File: config.mk
export PLATFORM = sky130hd
export DESIGN_NAME = ex_muldiv_sequencer
export DESIGN_NICKNAME = d
export VERILOG_FILES = /design/src/rtl/ex_muldiv_sequencer_pkg.sv /design/src/rtl/muldiv_datapath.sv /design/src/rtl/ex_muldiv_sequencer.sv
export SDC_FILE = /design/constraint.sdc
export NUM_CORES = 1
export LEC_CHECK = 0
export CAP_MARGIN = 20
export CORE_MARGIN = 4
export CORE_UTILIZATION = 30
export DETAILED_ROUTE_END_ITERATION = 8
export DONT_BUFFER_PORTS = 1
export GPL_TIMING_DRIVEN = 0
export PLACE_DENSITY_LB_ADDON = 0.15
export SETUP_SLACK_MARGIN = 0.02
export SLEW_MARGIN = 20
export SYNTH_ARGS = -nofsm -noshare
export SYNTH_HDL_FRONTEND = slang
export SYNTH_HIERARCHICAL = 1
export SYNTH_SLANG_ARGS = --single-unit
File: constraint.sdc
create_clock -name i_clock -period 16.64 [get_ports i_clock]
set_input_delay 1.664 -clock i_clock [delete_from_list [all_inputs] [get_ports i_clock]]
set_output_delay 1.664 -clock i_clock [all_outputs]
set_load 0.01 [all_outputs]
File: src/rtl/ex_muldiv_sequencer_pkg.sv
// Shared encodings and default widths for the EX-stage multiply/divide sequencer.
package ex_muldiv_sequencer_pkg;

  localparam int NB_DATA_DEF = 32;
  localparam int NB_OP_DEF   = 3;
  localparam int NB_CNT_DEF  = 6;

  localparam logic [2:0] OP_MULT  = 3'd0;
  localparam logic [2:0] OP_MULTU = 3'd1;
  localparam logic [2:0] OP_DIV   = 3'd2;
  localparam logic [2:0] OP_DIVU  = 3'd3;
  localparam logic [2:0] OP_MTHI  = 3'd4;
  localparam logic [2:0] OP_MTLO  = 3'd5;

  typedef enum logic [1:0] {
    ST_IDLE = 2'd0,
    ST_RUN  = 2'd1,
    ST_FIX  = 2'd2,
    ST_DONE = 2'd3
  } state_e;

endpackage

File: src/rtl/muldiv_datapath.sv
// Iterative shift-add multiplier / restoring divider on operand magnitudes,
// with sign correction applied combinationally to the accumulated result.
module muldiv_datapath #(
  parameter int NB_DATA = 32
) (
  input  logic               i_clock,
  input  logic               i_load,
  input  logic               i_step,
  input  logic               i_is_div,
  input  logic               i_is_signed,
  input  logic [NB_DATA-1:0] i_data_a,
  input  logic [NB_DATA-1:0] i_data_b,
  output logic [NB_DATA-1:0] o_hi,
  output logic [NB_DATA-1:0] o_lo
);

  logic [NB_DATA-1:0] hi_q, lo_q, opb_q;
  logic               div_q, neg_res_q, neg_rem_q;

  logic [NB_DATA-1:0]   a_mag, b_mag;
  logic [NB_DATA:0]     mul_sum, div_shift, div_diff;
  logic [NB_DATA-1:0]   hi_d, lo_d;
  logic [2*NB_DATA-1:0] prod, prod_fix;

  always_comb begin
    a_mag = (i_is_signed && i_data_a[NB_DATA-1]) ? -i_data_a : i_data_a;
    b_mag = (i_is_signed && i_data_b[NB_DATA-1]) ? -i_data_b : i_data_b;
  end

  // One iteration: multiply adds the multiplicand when the current multiplier
  // bit is set, then shifts the 2N-bit product right; divide shifts the
  // partial remainder left and keeps the difference only when it is >= 0.
  always_comb begin
    mul_sum   = {1'b0, hi_q} + (lo_q[0] ? {1'b0, opb_q} : '0);
    div_shift = {hi_q, lo_q[NB_DATA-1]};
    div_diff  = div_shift - {1'b0, opb_q};
    if (div_q) begin
      if (!div_diff[NB_DATA]) begin
        hi_d = div_diff[NB_DATA-1:0];
        lo_d = {lo_q[NB_DATA-2:0], 1'b1};
      end else begin
        hi_d = div_shift[NB_DATA-1:0];
        lo_d = {lo_q[NB_DATA-2:0], 1'b0};
      end
    end else begin
      hi_d = mul_sum[NB_DATA:1];
      lo_d = {mul_sum[0], lo_q[NB_DATA-1:1]};
    end
  end

  always_ff @(posedge i_clock) begin
    if (i_load) begin
      hi_q      <= '0;
      lo_q      <= i_is_div ? a_mag : b_mag;
      opb_q     <= i_is_div ? b_mag : a_mag;
      div_q     <= i_is_div;
      neg_res_q <= i_is_signed && (i_data_a[NB_DATA-1] ^ i_data_b[NB_DATA-1]);
      neg_rem_q <= i_is_signed && i_is_div && i_data_a[NB_DATA-1];
    end else if (i_step) begin
      hi_q <= hi_d;
      lo_q <= lo_d;
    end
  end

  // Remainder follows the dividend's sign; quotient/product follow sign xor.
  always_comb begin
    prod     = {hi_q, lo_q};
    prod_fix = neg_res_q ? -prod : prod;
    if (div_q) begin
      o_hi = neg_rem_q ? -hi_q : hi_q;
      o_lo = neg_res_q ? -lo_q : lo_q;
    end else begin
      o_hi = prod_fix[2*NB_DATA-1:NB_DATA];
      o_lo = prod_fix[NB_DATA-1:0];
    end
  end

endmodule

File: src/rtl/ex_muldiv_sequencer.sv
// EX-stage multiply/divide sequencer: FSM, iteration counter and the
// architectural HI/LO registers around the iterative datapath.
module ex_muldiv_sequencer
  import ex_muldiv_sequencer_pkg::*;
#(
  parameter int NB_DATA = NB_DATA_DEF,
  parameter int NB_OP   = NB_OP_DEF,
  parameter int NB_CNT  = NB_CNT_DEF
) (
  input  logic               i_clock,
  input  logic               i_reset,
  input  logic               i_start,
  input  logic [NB_OP-1:0]   i_op,
  input  logic               i_abort,
  input  logic [NB_DATA-1:0] i_data_a,
  input  logic [NB_DATA-1:0] i_data_b,
  output logic               o_busy,
  output logic               o_done,
  output logic [NB_DATA-1:0] o_hi,
  output logic [NB_DATA-1:0] o_lo
);

  localparam logic [NB_DATA-1:0] MIN_NEG = {1'b1, {(NB_DATA-1){1'b0}}};

  state_e             state_q, state_d;
  logic [NB_CNT-1:0]  cnt_q, cnt_d;
  logic               busy_q, busy_d;
  logic               done_q, done_d;
  logic [NB_DATA-1:0] hi_q, hi_d, lo_q, lo_d;

  logic               dp_load, dp_step, is_div, is_signed;
  logic [NB_DATA-1:0] dp_hi, dp_lo;

  always_comb begin
    is_div    = (i_op == NB_OP'(OP_DIV)) || (i_op == NB_OP'(OP_DIVU));
    is_signed = (i_op == NB_OP'(OP_MULT)) || (i_op == NB_OP'(OP_DIV));
  end

  muldiv_datapath #(.NB_DATA(NB_DATA)) u_datapath (
    .i_clock     (i_clock),
    .i_load      (dp_load),
    .i_step      (dp_step),
    .i_is_div    (is_div),
    .i_is_signed (is_signed),
    .i_data_a    (i_data_a),
    .i_data_b    (i_data_b),
    .o_hi        (dp_hi),
    .o_lo        (dp_lo)
  );

  always_comb begin
    state_d = state_q;
    cnt_d   = cnt_q;
    busy_d  = busy_q;
    done_d  = 1'b0;
    hi_d    = hi_q;
    lo_d    = lo_q;
    dp_load = 1'b0;
    dp_step = 1'b0;
    unique case (state_q)
      ST_IDLE: begin
        if (i_start && !i_abort) begin
          if (i_op == NB_OP'(OP_MTHI)) begin
            hi_d = i_data_a;
          end else if (i_op == NB_OP'(OP_MTLO)) begin
            lo_d = i_data_a;
          end else if (is_div && (i_data_b == '0)) begin
            hi_d    = i_data_a;
            lo_d    = '1;
            done_d  = 1'b1;
            busy_d  = 1'b1;
            state_d = ST_DONE;
          end else if ((i_op == NB_OP'(OP_DIV)) && (i_data_a == MIN_NEG) && (i_data_b == '1)) begin
            hi_d    = '0;
            lo_d    = MIN_NEG;
            done_d  = 1'b1;
            busy_d  = 1'b1;
            state_d = ST_DONE;
          end else if (is_div || (i_op == NB_OP'(OP_MULT)) || (i_op == NB_OP'(OP_MULTU))) begin
            dp_load = 1'b1;
            cnt_d   = NB_CNT'(NB_DATA);
            busy_d  = 1'b1;
            state_d = ST_RUN;
          end
        end
      end
      ST_RUN: begin
        if (i_abort) begin
          busy_d  = 1'b0;
          state_d = ST_IDLE;
        end else begin
          dp_step = 1'b1;
          cnt_d   = cnt_q - NB_CNT'(1);
          if (cnt_q == NB_CNT'(1)) state_d = ST_FIX;
        end
      end
      ST_FIX: begin
        if (i_abort) begin
          busy_d  = 1'b0;
          state_d = ST_IDLE;
        end else begin
          hi_d    = dp_hi;
          lo_d    = dp_lo;
          done_d  = 1'b1;
          state_d = ST_DONE;
        end
      end
      ST_DONE: begin
        busy_d  = 1'b0;
        state_d = ST_IDLE;
      end
      default: state_d = ST_IDLE;
    endcase
  end

  always_ff @(posedge i_clock) begin
    if (i_reset) begin
      state_q <= ST_IDLE;
      cnt_q   <= '0;
      busy_q  <= 1'b0;
      done_q  <= 1'b0;
      hi_q    <= '0;
      lo_q    <= '0;
    end else begin
      state_q <= state_d;
      cnt_q   <= cnt_d;
      busy_q  <= busy_d;
      done_q  <= done_d;
      hi_q    <= hi_d;
      lo_q    <= lo_d;
    end
  end

  assign o_busy = busy_q;
  assign o_done = done_q;
  assign o_hi   = hi_q;
  assign o_lo   = lo_q;

endmodule

# Word-level counts from Yosys, hierarchy flattened
# Cells that the tools add are included.
# totals
wordCells	143
out_inout_bits	66
regBits	173
# op_classes
n_bitwise	1
reduce_logical	26
eq_ne	25
addsub	8
n_mux	71
# op_table
operator	n
two-way mux 32 bit	26
negation 32 bit	4
case mux 32 bit (2 select lines)	2
== test 32 bit (second input constant)	2
two-way mux 64 bit	1
negation 64 bit	1
two-way mux 6 bit	7
adder 32 x 33 -> 33 bit	1
subtractor 33 x 32 -> 33 bit	1
logical NOT 32 bit	1
two-way mux 1 bit	22
AND reduction 5 bit	4
two-way mux 2 bit	9
inequality test 2 bit (second input constant)	8
inequality test 4 bit (second input constant)	3
case mux 6 bit (2 select lines)	1
logical AND 1 bit	9
case mux 2 bit (4 select lines)	1
AND reduction 8 bit	1
== test 3 x 2 -> 1 bit (second input constant)	2
== test 3 bit (second input constant)	2
== test 6 x 1 -> 1 bit (second input constant)	1
inequality test 3 bit (second input constant)	2
nonzero test 2 bit	3
other kinds (13)	17

# Logic depth before layout (Yosys ltp)
# logic_depth
word_depth	12
mapped_depth	14
mapped_depth_nobuf	12

# Modules after synthesis
# The synthesis kept the hierarchy.
# by_module_without_submodules
mod	instances	cells_per_inst	area_each_um2
muldiv_datapath	1	1494	11606.1
ex_muldiv_sequencer	1	476	3988.8

# Worst setup path after synthesis
# Ideal clock, no wire load.
# synth_path
path_kind	input port to flip-flop
from	in i_data_b[6]
to	reg u_datapath.lo_q[0], enable pin
setup_slack_ps	9356
arrival_ps	6896
stages	7
setup_time_ps	388
n_path_buf	0
cell_sequence	and4b_1 -> nand4_1 -> nor3_1 -> a21o_1 -> nor4_1 -> nor2_1 -> inv_1
# synth_via
elab_chain_len	9
elab_cells_between_ends	11
classes_between	1 x eq/ne; 6 x mux; 4 x reduce/logical
# synth_lines
element	line_no	rtl
from (decl)	ex_muldiv_sequencer.sv:16	input logic [NB_DATA-1:0] i_data_b,
== test 32 bit	ex_muldiv_sequencer.sv:73	end else if ((i_op == NB_OP'(OP_DIV)) && (i_data_a == MIN_NEG) && (i_data_b == '1)) begin
logical AND 1 bit	ex_muldiv_sequencer.sv:73	
two-way mux 1 bit	ex_muldiv_sequencer.sv:73	
two-way mux 1 bit *	ex_muldiv_sequencer.sv:67	end else if (is_div && (i_data_b == '0)) begin
two-way mux 1 bit *	ex_muldiv_sequencer.sv:65	end else if (i_op == NB_OP'(OP_MTLO)) begin
two-way mux 1 bit *	ex_muldiv_sequencer.sv:63	if (i_op == NB_OP'(OP_MTHI)) begin
two-way mux 1 bit *	ex_muldiv_sequencer.sv:62	if (i_start && !i_abort) begin
two-way mux 1 bit *	ex_muldiv_sequencer.sv:60	unique case (state_q)
via dp_load	ex_muldiv_sequencer.sv:31	logic dp_load, dp_step, is_div, is_signed;
nonzero test 2 bit (no source line) *	n/a	
to (signal assigned)	muldiv_datapath.sv:54	lo_q <= i_is_div ? a_mag : b_mag;
to (signal assigned)	muldiv_datapath.sv:61	lo_q <= lo_d;
to (decl)	muldiv_datapath.sv:17	logic [NB_DATA-1:0] hi_q, lo_q, opb_q;
# Mark *: on every way through the listed nets, which the timed path passes. The rest lies on a longest branch.
# A chain may end at the register's enable or synchronous reset.

# Final worst setup path
# layout_path
from	in i_op[1]
to	reg u_datapath.lo_q[27], data pin
# layout_via
elab_chain_len	12
elab_cells_between_ends	26
classes_between	5 x eq/ne; 11 x mux; 10 x reduce/logical
# layout_lines
element	line_no	rtl
from (decl)	ex_muldiv_sequencer.sv:13	input logic [NB_OP-1:0] i_op,
== test 3 x 2 -> 1 bit (on tied branches)	ex_muldiv_sequencer.sv:35, ex_muldiv_sequencer.sv:73	
logical OR 1 bit	ex_muldiv_sequencer.sv:35	is_div = (i_op == NB_OP'(OP_DIV)) || (i_op == NB_OP'(OP_DIVU));
logical OR 1 bit (2 in a row)	ex_muldiv_sequencer.sv:79	end else if (is_div || (i_op == NB_OP'(OP_MULT)) || (i_op == NB_OP'(OP_MULTU))) begin
two-way mux 1 bit	ex_muldiv_sequencer.sv:79	
two-way mux 1 bit	ex_muldiv_sequencer.sv:73	
two-way mux 1 bit	ex_muldiv_sequencer.sv:67	
two-way mux 1 bit	ex_muldiv_sequencer.sv:65	
two-way mux 1 bit *	ex_muldiv_sequencer.sv:63	
two-way mux 1 bit *	ex_muldiv_sequencer.sv:62	
two-way mux 1 bit *	ex_muldiv_sequencer.sv:60	
via dp_load	ex_muldiv_sequencer.sv:31	
two-way mux 32 bit *	muldiv_datapath.sv:52	if (i_load) begin
# Marks and branches as above.

==> results.py <==
metrics = {
    "global_route": {
        "grt_use_met3_pct": 4.48,
        "top_usage_layer": "met2",
        "grt_use_met2_pct": 41.2,
        "gr-usage-all-layers_pct": 24.3,
        "use_met1_pct": 29.8,
        "grt_pass1_vias": 15467,
        "antenna_found_initial": 0,
        "grt_first_pass_wirelength_um": 103000,
        "grt_max_degree": 30,
        "grt-ovfl-total": 0,
    },
    "logic_synthesis": {
        "synth_top_cell_by_area": "dfxtp_1",
        "ys.flop_type": "dfxtp_1",
        "ys_types": 82,
        "ys_top_cells_by_area": "dfxtp_1, edfxtp_1, mux2i_1, ha_1, xnor2_1",
        "async_reset_ff_share_pct": 0,
        "synth_area_um2": 15600,
        "synth_top_area_share_pct": 13.6,
        "yosys_warnings": 6,
        "syn_inst": 1970,
        "synthesis.nets": 2116,
        "avgSynthCellArea_um2": 7.92,
        "synth_edf_count": 67,
        "ys_seq_area_share_pct": 26.5,
        "synth-seq-cells": 173,
    },
    "clock_tree": {
        "post_cts.repair.setup_buffers": 0,
        "path_clk_slew_ps": 70,
        "cts_htree_levels": 4,
        "clkSinkCount": 173,
        "cts_buffers": 17,
        "root_buffer": "clkbuf_16",
        "cts_resized": 0,
        "insertion_delay_ps": 480,
        "cts_hold_buffers": 0,
        "cts.path.max_buffers": 2,
        "cts_tree": "done",
    },
    "critical_path": {
        "crit_type": "in2reg",
        "r2r-start": "u_datapath/lo_q[31]",
        "arrival_ps": 6100,
        "rrSetupSlack_ps": 11170,
        "crit_path_start_kind": "input port",
        "cp-end-kind": "register",
        "crit_fanout": 10,
        "r2r_end": "u_datapath/hi_q[30]",
        "worstPathRequired_ps": 16820,
        "reg2regPathDepth": 13,
    },
    "power": {
        "p_switching_mw": 1.27,
        "power_frac_seq_pct": 27.1,
        "p_total_mw": 2.57,
        "vdd_ir_drop_max_uv": 84.0,
        "p_leak_nw": 6.04,
        "clkPwrFrac_pct": 16.8,
        "p_per_area_nw_per_um2": 150,
        "netSwitchingFraction_pct": 49.3,
        "p_int_mw": 1.30,
        "power_frac_comb_pct": 56.1,
    },
    "detailed_routing": {
        "num_vias": 15788,
        "wl_per_cell_um": 26.2,
        "wirelength_um": 70400,
        "drtAntennaViolNets": 0,
        "viasPerCell": 5.87,
        "dr.pass1.iters": 6,
        "first_iter_violations": 1231,
        "drc_errors": 0,
    },
    "worst_hold_path": {
        "worstHoldStart": "cnt_q[4]",
        "hold_end": "cnt_q[4]",
        "hp-class": "reg2reg",
        "worstHoldPathCells": 2,
    },
    "layout": {
        "final_nets": 2142,
        "design_area_um2": 17100,
        "postLayoutCoreUtil_pct": 33.3,
        "syn2layout_area_growth_pct": 9.71,
        "diodes": 0,
        "drive_above_1_share_pct": 4.68,
        "final_cell_count_no_fill": 2689,
    },
    "floorplan": {
        "fp.dieW_um": 236,
        "die_area_um2": 55700,
        "design.core.area_um2": 51400,
        "die_h_um": 236,
        "row_count": 83,
        "start_util_pct": 30.3,
        "pin_count": 137,
    },
    "sta": {
        "max_slew_margin_pct": 24.1,
        "hold_violations": 0,
        "drv_slew": 0,
        "fin_skew_ps": 17.0,
        "rsz0062_at_grt": "false",
        "final.setup.tns_ps": 0,
        "max_freq_ghz": 0.169,
        "worst_slew_pin_slew_ps": 1140,
        "fin_crit_ps": 5920,
        "post-route-period-util_pct": 35.6,
        "setup_viol": 0,
    },
    "placement": {
        "portBuffers": 0,
        "hpwl_um": 55800,
        "place_congestion": 1.00,
        "dp.cells": 2657,
        "placed_cell_area_um2": 16500,
    },
    "status": {
        "status": "finished, final reports clean",
    },
    "flow_run": {
        "maxCapViolations": 0,
    },
}
==> cell usage in the layout (no fill, tap or decap), types with 24 or more instances in the layout <==
cell       count
clkbuf_1      92
nor2_1       167
edfxtp_1      67
xnor2_1       93
mux2i_1      117
ha_1          73
o21ai_0      143
a21o_1        24
nor4_1        35
dfxtp_1      106
nor3_1        59
nor2b_1       31
a21oi_1      162
xor2_1        79
nand3_1       41
o2bb2ai_1     35
a211oi_1      47
inv_1         67
nand2_1      188
==> logic make-up after synthesis <==
family | share of synthesized area (%)
AOI/OAI and AO/OA | 23.7
buffers and inverters | 4.59
and+or+nand+nor | 21.1
adders and majority gates | 6.11
muxes | 8.38
xor gates and xnor gates | 9.66
DFF | 26.5
==> through the flow <==
step / hold slack, ps / worst slack, ps
6_report: 507 / 10720
5_1_grt: 531 / 10490
4_1_cts: 505 / 10740
3_5_place_dp: 495 / 10220
3_3_place_gp: 491 / 5340
2_1_floorplan: 469 / 9360
==> worst max-delay path: stages <==
cell and delay [ps]:
nor2b_1 250, nand2_1 160, nor3_2 130, a21o_1 300
nor4_2 540, buf_2 290, buf_4 180, buf_2 210
buf_2 240, buf_2 220, buf_2 240, clkbuf_1 600
buf_1 800, o21ai_0 250
==> state kept, by name, summed over array words and instances (netlist names) <==
name and cells:
cnt_q 6, o_busy 1, o_done 1, o_hi 32, o_lo 32, state_q 2, u_datapath/div_q 1, u_datapath/hi_q 32
u_datapath/lo_q 32, u_datapath/neg_rem_q 1, u_datapath/neg_res_q 1, u_datapath/opb_q 32
==> cell type report <==
class                      count  area (um^2)
inverter                      70          263
fill                        5534        34300
clock inverter                13          145
multi-input combinational   1616        10800
tap                          680          851
sequential                   173         4130
timing repair buffer           7         52.6
buffer                       111          453
clock buffer                  19          454
==> routing by layer <==
metal	vias to the layer above	wire, um
met1	7567	28400
met5	-	0
met3	165	5130
li1	7340	-
met2	716	33300
met4	0	3540
==> power by group through the flow <==
stage               clock network (mW)  registers, mW  logic, mW
finish                           0.431          0.696       1.44
global route                     0.455          0.703       1.57
CTS                              0.441          0.690       1.42
detailed placement                   0          0.698       1.40
global placement                     0          0.701       1.40
floorplan                            0          0.629       1.02
==> synth_stat cells (all sizes together), types with 8 or more instances <==
cell type    n
nand2b      20
nor2b       31
a21oi      162
nor3        60
mux2        12
inv         70
mux2i      117
o2bb2ai     35
clkbuf      92
a211oi      47
a31oi       23
and3        14
o31ai       23
a21o        24
xor2        79
a21boi       8
dfxtp      106
o21ai      145
nor2       170
ha          73
nand3       42
xnor2       93
o31a         8
nand4       18
o41ai       18
nand2      188
nor4        38
and2        12
a311oi      12
buf         19
o21a        10
or4         18
edfxtp      67
or3         13
o211ai      11
==> how the worst max path moves through the flow <==
stage | startpoint | to | cells past startpoint | slack [ps]
after floorplan | i_data_b[6] | u_datapath/lo_q[0] | 7 | 9360
after global placement | i_op[1] | u_datapath/hi_q[25] | 8 | 5340
after detailed placement | i_op[1] | u_datapath/lo_q[27] | 14 | 10220
after CTS | i_op[1] | u_datapath/lo_q[27] | 14 | 10740
after global routing | i_op[1] | u_datapath/lo_q[27] | 14 | 10490
final | i_op[1] | u_datapath/lo_q[27] | 14 | 10720
Note: power is estimated with default switching activity, not from simulation.
